File: src/rtl/barcode_pkg.sv
// Shared types and constants for the barcode self-checkout controller:
// FSM state encoding, coin values and the space-padded status strings.
package barcode_pkg;

    localparam int MSG_LEN = 26;
    localparam int MSG_W   = 8 * MSG_LEN;

    localparam logic [4:0] COIN_HI = 5'd10;
    localparam logic [4:0] COIN_LO = 5'd2;

    typedef enum logic [2:0] {
        ST_IDLE     = 3'd0,
        ST_WAIT_PAY = 3'd1,
        ST_CHANGE   = 3'd2,
        ST_DONE     = 3'd3,
        ST_REFUND   = 3'd4
    } state_e;

    typedef logic [MSG_W-1:0] msg_t;

    // First character lands in the top byte; the tail is padded with ASCII spaces.
    localparam msg_t MSG_SCAN_ITEM    = {"SCAN ITEM",          {17{8'h20}}};
    localparam msg_t MSG_INSERT_PAY   = {"INSERT PAYMENT",     {12{8'h20}}};
    localparam msg_t MSG_DISPENSING   = {"DISPENSING CHANGE",  {9{8'h20}}};
    localparam msg_t MSG_THANK_YOU    = {"THANK YOU",          {17{8'h20}}};
    localparam msg_t MSG_INSUFFICIENT = {"INSUFFICIENT FUNDS", {8{8'h20}}};

endpackage

File: src/rtl/barcode_msg_rom.sv
// Status-line ROM: maps the checkout FSM state to its 26-char ASCII message.
// Only present when BARCODE_MESSAGE_EN is defined.
`ifdef BARCODE_MESSAGE_EN
module barcode_msg_rom
    import barcode_pkg::*;
(
    input  logic [2:0]       state,
    output logic [MSG_W-1:0] message
);

    always_comb begin
        case (state)
            ST_IDLE:     message = MSG_SCAN_ITEM;
            ST_WAIT_PAY: message = MSG_INSERT_PAY;
            ST_CHANGE:   message = MSG_DISPENSING;
            ST_DONE:     message = MSG_THANK_YOU;
            ST_REFUND:   message = MSG_INSUFFICIENT;
            default:     message = MSG_SCAN_ITEM;
        endcase
    end

endmodule
`endif

File: src/rtl/barcode_checkout.sv
// Self-checkout controller: latches price and payment, then pays change greedily
// as 10-unit and 2-unit coin pulses. Status text enabled by BARCODE_MESSAGE_EN.
module barcode_checkout
    import barcode_pkg::*;
(
    input  logic             clock,
    input  logic             reset,
    input  logic [4:0]       I,
    input  logic [4:0]       PG,
    output logic             DEZ,
    output logic             DOIS,
    output logic             FIM,
    output logic [4:0]       moneyState,
    output logic [4:0]       moneyToGive,
    output logic [2:0]       mainState,
    output logic [MSG_W-1:0] message
);

    state_e     state_q, state_d;
    logic [4:0] price_q, price_d;
    logic [4:0] money_state_q, money_state_d;
    logic [4:0] money_to_give_q, money_to_give_d;
    logic       dez_q, dez_d;
    logic       dois_q, dois_d;
    logic       fim_q, fim_d;

    logic scan_valid, pay_valid, pay_enough, inputs_idle, can_dez, can_dois;

    assign scan_valid  = (I != 5'd0);
    assign pay_valid   = (PG != 5'd0);
    assign pay_enough  = (PG >= price_q);
    assign inputs_idle = !scan_valid && !pay_valid;
    assign can_dez     = (money_to_give_q >= COIN_HI);
    assign can_dois    = (money_to_give_q >= COIN_LO);

    // NOTE: async reset flops use non-blocking assignments so every register
    // samples the pre-edge value of its neighbours.
    always_ff @(posedge clock or negedge reset) begin
        if (!reset) state_q <= ST_IDLE;
        else        state_q <= state_d;
    end

    always_comb begin
        state_d = state_q;
        case (state_q)
            ST_IDLE:     if (scan_valid) state_d = ST_WAIT_PAY;
            ST_WAIT_PAY: if (pay_valid)  state_d = pay_enough ? ST_CHANGE : ST_REFUND;
            ST_REFUND:   state_d = ST_CHANGE;
            ST_CHANGE:   if (!can_dois)  state_d = ST_DONE;
            ST_DONE:     if (inputs_idle) state_d = ST_IDLE;
            default:     state_d = ST_IDLE;
        endcase
    end

    // NOTE: every signal assigned here gets a default first, so no path
    // through the case leaves one unassigned and infers a latch.
    always_comb begin
        price_d         = price_q;
        money_state_d   = money_state_q;
        money_to_give_d = money_to_give_q;
        dez_d           = 1'b0;
        dois_d          = 1'b0;
        fim_d           = (state_d == ST_DONE);
        case (state_q)
            ST_IDLE: begin
                if (scan_valid) begin
                    price_d       = I;
                    money_state_d = 5'd0;
                end
            end
            ST_WAIT_PAY: begin
                if (pay_valid) begin
                    money_state_d   = PG;
                    money_to_give_d = pay_enough ? (PG - price_q) : PG;
                end
            end
            ST_CHANGE: begin
                // Greedy: prefer the large coin; a residue below COIN_LO stays put.
                if (can_dez) begin
                    dez_d           = 1'b1;
                    money_to_give_d = money_to_give_q - COIN_HI;
                end else if (can_dois) begin
                    dois_d          = 1'b1;
                    money_to_give_d = money_to_give_q - COIN_LO;
                end
            end
            ST_DONE: begin
                if (inputs_idle) money_to_give_d = 5'd0;
            end
            default: ;
        endcase
    end

    always_ff @(posedge clock or negedge reset) begin
        if (!reset) begin
            price_q         <= 5'd0;
            money_state_q   <= 5'd0;
            money_to_give_q <= 5'd0;
            dez_q           <= 1'b0;
            dois_q          <= 1'b0;
            fim_q           <= 1'b0;
        end else begin
            price_q         <= price_d;
            money_state_q   <= money_state_d;
            money_to_give_q <= money_to_give_d;
            dez_q           <= dez_d;
            dois_q          <= dois_d;
            fim_q           <= fim_d;
        end
    end

    assign DEZ         = dez_q;
    assign DOIS        = dois_q;
    assign FIM         = fim_q;
    assign moneyState  = money_state_q;
    assign moneyToGive = money_to_give_q;
    assign mainState   = state_q;

`ifdef BARCODE_MESSAGE_EN
    barcode_msg_rom u_msg_rom (
        .state   (state_q),
        .message (message)
    );
`else
    assign message = '0;
`endif

endmodule

File: config.mk
export PLATFORM = sky130hd
export DESIGN_NAME = barcode_checkout
export DESIGN_NICKNAME = d
export VERILOG_FILES = /design/src/rtl/barcode_pkg.sv /design/src/rtl/barcode_msg_rom.sv /design/src/rtl/barcode_checkout.sv
export SDC_FILE = /design/constraint.sdc
export NUM_CORES = 1
export LEC_CHECK = 0
export ABC_CLOCK_PERIOD_IN_PS = 1900
export CORE_AREA = 5 5 104 106
export CTS_CLUSTER_SIZE = 20
export DETAILED_ROUTE_END_ITERATION = 6
export DIE_AREA = 0 0 109 111
export GPL_ROUTABILITY_DRIVEN = 1
export PLACE_DENSITY = 0.77
export REMOVE_ABC_BUFFERS = 1
export SETUP_SLACK_MARGIN = 0.2
export SKIP_LAST_GASP = 1
export SLEW_MARGIN = 20
export SYNTH_ARGS = -nofsm -noshare
export SYNTH_HDL_FRONTEND = slang
export SYNTH_SLANG_ARGS = --single-unit
File: constraint.sdc
create_clock -name clock -period 1.9 [get_ports clock]
set_input_delay 0.38 -clock clock [delete_from_list [all_inputs] [get_ports clock]]
set_output_delay 0.38 -clock clock [all_outputs]
set_load 0.01 [all_outputs]
==> results of run 1 <==
## worst max-delay path, stage by stage
cell and delay, ns:
buf_6 0.11, or4_4 0.52, or4_4 0.56, o221ai_4 0.32
nor2_1 0.08, a31oi_1 0.14
## through the flow
stage / total power [mW] / utilization
floorplan: 2.01 / -
global placement: 3.00 / 0.286
detailed placement: 3.04 / 0.286
CTS: 3.58 / 0.304
global route: 4.12 / 0.317
finish: 3.82 / 0.317
## cells by family after synthesis
logic type | synth area share
buffers and inverters | 0.574
multiplexers | 0.0154
AND/OR/NAND/NOR | 0.0724
flip-flops | 0.185
AO/OA/AOI/OAI | 0.108
adder cells (fa/ha/maj) | 0.0380
XOR/XNOR | 0.00618
other | 0.00132
## sequential cells by signal (all words and copies together), names as in the netlist
| name | count |
|---|---|
| moneyState | 5 |
| FIM | 1 |
| DEZ | 1 |
| mainState | 3 |
| moneyToGive | 5 |
| DOIS | 1 |
| price_q | 5 |
## cells in the mapped netlist (2+ instances only)
cell      number  area share
clkbuf_1       2      0.0026
nand2_1        9       0.012
nor3b_1        2      0.0053
buf_4        208        0.55
nor2_1        12       0.016
a211o_1        2      0.0062
o21ai_0       13       0.023
o221ai_1       3      0.0093
o211ai_1       2      0.0053
nor4_1         2      0.0044
inv_1         14       0.019
ha_1           7       0.031
or4_4          2      0.0079
a21oi_1        5      0.0088
mux2_2         3       0.012
nand2b_1       3      0.0066
a22o_1         5       0.015
a31oi_1        3      0.0066
or3b_2         2      0.0062
dfrtp_1       21        0.19
nor3_1         2      0.0035
## report_power, final
part           leakage (nW)  internal, mW  switching, mW  total [mW]
clock                0.0255         0.146          0.154       0.300
combinational          1.42          1.36           1.36        2.72
sequential            0.261         0.653          0.155       0.808
## final cells by class
type,instances,area (um^2),share of cell area
clock buffers,3,41.3,0.0135
clock inverters,1,5.00,0.00163
inverters,14,52.6,0.0171
multi-input cells,303,1630,0.530
flip-flops and latches,21,526,0.171
well taps,133,166,0.0542
repair buffers,77,652,0.212
## layer usage
layer | GRT usage | wire length, um | part of all wire | vias up
met1 | 0.102 | 2130 | 0.35 | 850
met5 | 0 | 0 | 0 | -
met2 | 0.154 | 3260 | 0.54 | 124
met4 | 0.00589 | 61 | 0.010 | 0
met3 | 0.0163 | 616 | 0.10 | 6
li1 | - | - | - | 854
## worst paths after layout
path	slack, ns	to	depth (start not counted)	start
max in group asynchronous	1.20	price_q[3]$_DFFE_PN0P_	2	reset
min in group asynchronous	0.47	DEZ$_DFF_PN0_	2	reset
max reg2reg	0	moneyToGive[4]$_DFFE_PN0P_	5	mainState[0]$_DFF_PN0_
min reg2reg	0.51	moneyState[1]$_DFFE_PN0P_	1	moneyState[1]$_DFFE_PN0P_
max	-0.03	moneyToGive[4]$_DFFE_PN0P_	6	PG[2]
min	0.37	price_q[1]$_DFFE_PN0P_	3	I[1]
## timing repair
item | 4_1_cts | 5_1_grt
setup buffers | 7 | 4
endpoints found under the hold margin | 0 | 0
setup endpoints to repair | 22 | 17
gates resized for setup | 50 | 29
hold buffers | 0 | 0
pin swaps | 10 | 8
==> impl_metrics.yaml, run 1 <==
status:
  status: "complete, but fails checks"
  violations: "setup timing"
timing:
  fmax_mhz: 519
  grt_setup_unrepaired: "true"
  report.final.slew_viol_count: 0
  fin_crit_ns: 1.93
  fin_crit_sh: 1.01
  fin_ws_ns: -0.0269
  clock_skew_ns: 0.00198
  fin_hold_ws_ns: 0.365
  setup_viol: 4
  setup_tns_ns: -0.0820
  finalHoldViolCount: 0
grt:
  antenna_found_initial: 0
  grt_max_degree: 22
  grt_overflow: 0
  grt_pass1_vias: 1630
  grt_usage: 0.0835
  grt_pass1_wl_mm: 8.40
detailed_routing:
  wl_mm: 6.07
  wire_per_inst_um: 11.0
  ant_nets: 0
  vias: 1834
  route.detailed.drc: 0
  first_pass_iters: 4
  drtIter0Drc: 72
  viasPerCell: 3.32
synthesis:
  ys_seq_elements: 21
  synth_area_um2: 2840
  synth_flop_cell: "dfrtp_1"
  syn-instance-count: 342
  yosysWarnings: 0
  yosysUniqueCellTypes: 41
  async_flop_share: 1.00
  syn-mean-instance-area_um2: 8.29
  synth_edf_count: 0
  synth_seq_area_share: 0.185
cts:
  clkLatencyLatePin_ns: 0.26
  cts_htree_levels: 1
  clockBufferDepth: 2
  clk_pin_slew_ns: 0.08
  numCtsBuffers: 3
  cts_tree: "built"
  clkSinkCount: 21
  cts_root_buf: "clkbuf_8"
finish:
  final_cell_mix: "conb_1 (208), buf_4 (47), dfrtp_1 (21)"
  final_cells: 552
  diodes: 0
  syn_to_final_growth_pct: 8.21
  drive_above_1_share: 0.215
  final.fill_count: 1012
  final_area_um2: 3070
  layout_commonest_cell: "conb_1"
  nNetsFinal: 440
placement:
  place_inst: 537
  dp_hpwl_mm: 5.05
  dp_slack_ns: -0.716
  gp_congestion: 0.860
  place_area_um2: 2770
  io_buffer_count: 27
floorplan:
  chipHeight_um: 111
  io_pins: 236
  die_width_um: 109
  start_util: 0.293
  row_count: 36
  core_area_um2: 9680
  die_area_um2: 12100
worst_setup_path:
  critPathKind: "input port to flop"
  critPathRequiredTime_ns: 2.09
  cp-end-kind: "flop"
  worstPathArrival_ns: 2.11
  critPathLaunchType: "input port"
  critPathMaxFanout: 8
hold_path:
  hold_class: "input port to flop"
flow_run:
  cap_violations: 0
power:
  leakage_nw: 1.70
  p_per_area_nw_per_um2: 1250
  ir_drop_v: 0.000660
Power figures use the tool's default switching activity.
==> run 2, diff against run 1 <==
--- a/config.mk
+++ b/config.mk
@@ -11,7 +11,7 @@
 export DETAILED_ROUTE_END_ITERATION = 6
 export DIE_AREA = 0 0 109 111
 export GPL_ROUTABILITY_DRIVEN = 1
-export PLACE_DENSITY = 0.77
+export PLACE_DENSITY_LB_ADDON = 0.08
 export REMOVE_ABC_BUFFERS = 1
 export SETUP_SLACK_MARGIN = 0.2
 export SKIP_LAST_GASP = 1
@@ -19,3 +19,4 @@
 export SYNTH_ARGS = -nofsm -noshare
 export SYNTH_HDL_FRONTEND = slang
 export SYNTH_SLANG_ARGS = --single-unit
+export TNS_END_PERCENT = 1
==> run 2 against run 1 <==
Compared with the run above: the run still ends with setup timing left; global-route usage decreased by 0.078 points; count of clock-buffer cells in the layout increased by 1; sequential share of layout area increased by 0.90 points; combinational power decreased by 8.1%; first-iteration DRC count decreased by 46%; hold slack improved by 0.0085 ns; flip-flop and latch count unchanged; register-to-register slack improved by 0.04 ns; clock power decreased by 1%; non-clock buffer count decreased by 7; setup slack improved by 0.026 ns; critical path type unchanged; largest power group unchanged.
==> impl_metrics.yaml, run 2 (synthesis results as in run 1) <==
finish:
  final_area_um2: 2910
  nNetsFinal: 433
  layout_commonest_cell: "conb_1"
  syn_to_final_growth_pct: 2.78
  diodes: 0
  final_cell_mix: "conb_1 (208), buf_4 (43), dfrtp_1 (21)"
  drive_above_1_share: 0.175
  fin_util: 0.301
flow_run:
  cap_violations: 0
worst_setup_path:
  crit_top_cell: "or4_4"
  crit_slowest_cell: "or4_4"
  rrSetupSlack_ns: 0.04
  slowest_delay_ns: 0.57
  worst-path-stages: 6
  crit_buf_inv: 1
  crit_family: "simple AND/OR/NAND/NOR gates"
  cp-end-kind: "flop"
  crit_start: "PG[0]"
  worstPathArrival_ns: 2.08
  r2r_cells: 8
  reg2reg_to: "mainState[1]$_DFF_PN0_"
  timing.critical_path.to: "moneyToGive[3]$_DFFE_PN0P_"
  rr_startpoint: "price_q[1]$_DFFE_PN0P_"
  critPathKind: "input port to flop"
  critPathRequiredTime_ns: 2.08
  worstPathCellList: "buf_8, or4_4, or4_4, o221ai_4, nor2_1, a31oi_1"
  critPathMaxFanout: 8
  critPathLaunchType: "input port"
floorplan:
  io_pins: 236
  die_area_um2: 12100
  chipHeight_um: 111
  row_count: 36
  start_util: 0.293
  core_area_um2: 9680
  die_width_um: 109
timing:
  setup_viol: 1
  fin_crit_ns: 1.90
  worstMarginPinSlew_ns: 0.717
  grt_setup_unrepaired: "true"
  report.final.slew_viol_count: 0
  finalHoldViolCount: 0
  clock_skew_ns: 0.00135
  setup_tns_ns: -0.00101
  fin_crit_sh: 1.00
  max-slew-margin-rel: 0.518
  fin_hold_ws_ns: 0.374
  fin_ws_ns: -0.00101
  fmax_mhz: 526
status:
  status: "complete, but fails checks"
  violations: "setup timing"
grt:
  grt_overflow: 0
  grt_pass1_vias: 1580
  grt_max_degree: 22
  grt_usage: 0.0827
  grt_pass1_wl_mm: 8.06
  antenna_found_initial: 0
detailed_routing:
  route.detailed.drc: 0
  wire_per_inst_um: 10.6
  wl_mm: 5.77
  drtIter0Drc: 39
  first_pass_iters: 4
  ant_nets: 0
  viasPerCell: 3.28
  vias: 1787
cts:
  clockBufferDepth: 2
  clkLatencyLatePin_ns: 0.26
  clkSinkCount: 21
  cts_hold_buf: 0
  cts_tree: "built"
  clk_pin_slew_ns: 0.08
  cts_htree_levels: 1
  cts_root_buf: "clkbuf_8"
  numCtsBuffers: 3
placement:
  place_area_um2: 2740
  gp_congestion: 0.779
  dp_hpwl_mm: 4.92
  io_buffer_count: 27
power:
  ir_drop_v: 0.000369
  p_per_area_nw_per_um2: 1230
  leakage_nw: 1.59
hold_path:
  hold_depth: 2
  hold_class: "input port to flop"
-- run 2: changes by cell type in the layout (fill, tap and decap cells not counted), moves of 2 or more --
cell / change
clkdlybuf4s50_1: +6
o21ai_0: +5
buf_4: -4
dlymetal6s2s_1: -4
o21ai_1: -4
buf_6: -3
buf_2: -2
clkdlybuf4s15_1: -2
-- run 2: what timing repair did --
| action | CTS | global route |
|---|---|---|
| resized for setup | 26 | 20 |
| pin swaps | 7 | 12 |
| endpoints found under the setup margin | 22 | 25 |
| setup buffers | 4 | 4 |
| gates cloned | 0 | 0 |
-- run 2: report_power, final --
part	internal [mW]	total [mW]	switching (mW)	leakage, nW
logic	1.25	2.50	1.25	1.30
registers	0.653	0.791	0.138	0.261
clock network	0.149	0.296	0.147	0.0228
total	2.05	3.59	1.53	1.59
-- run 2: worst min path at each step --
stage,from,endpoint
3_3_place_gp,moneyState[1]$_DFFE_PN0P_,moneyState[1]$_DFFE_PN0P_
6_report,PG[2],moneyState[2]$_DFFE_PN0P_
2_1_floorplan,reset,DEZ$_DFF_PN0_
3_5_place_dp,moneyState[2]$_DFFE_PN0P_,moneyState[2]$_DFFE_PN0P_
5_1_grt,PG[2],moneyState[2]$_DFFE_PN0P_
4_1_cts,PG[2],moneyState[2]$_DFFE_PN0P_
-- run 2: layout make-up --
cell class	instances	area [um^2]
clock buffer	4	45.0
tap	133	166
inverter	14	52.6
sequential	21	526
multi-input combinational	303	1540
timing repair buffer	70	582
fill	1083	6770
-- run 2: metrics by stage --
step                      power, mW  std cells  setup slack (ns)
after detailed placement       3.01        533            -0.827
final                          3.59        545          -0.00101
after CTS                      3.49        541           -0.0737
after global routing           3.92        545           -0.0548
after global placement         3.02        533            -0.754
after floorplan                2.01        338            -0.110
-- run 2: routing by layer --
metal,vias up,track usage,wire (um)
met5,-,0,0
met4,0,0.0126,26
met3,2,0.0250,784
met2,135,0.150,2940
met1,809,0.0954,2020
li1,841,-,-
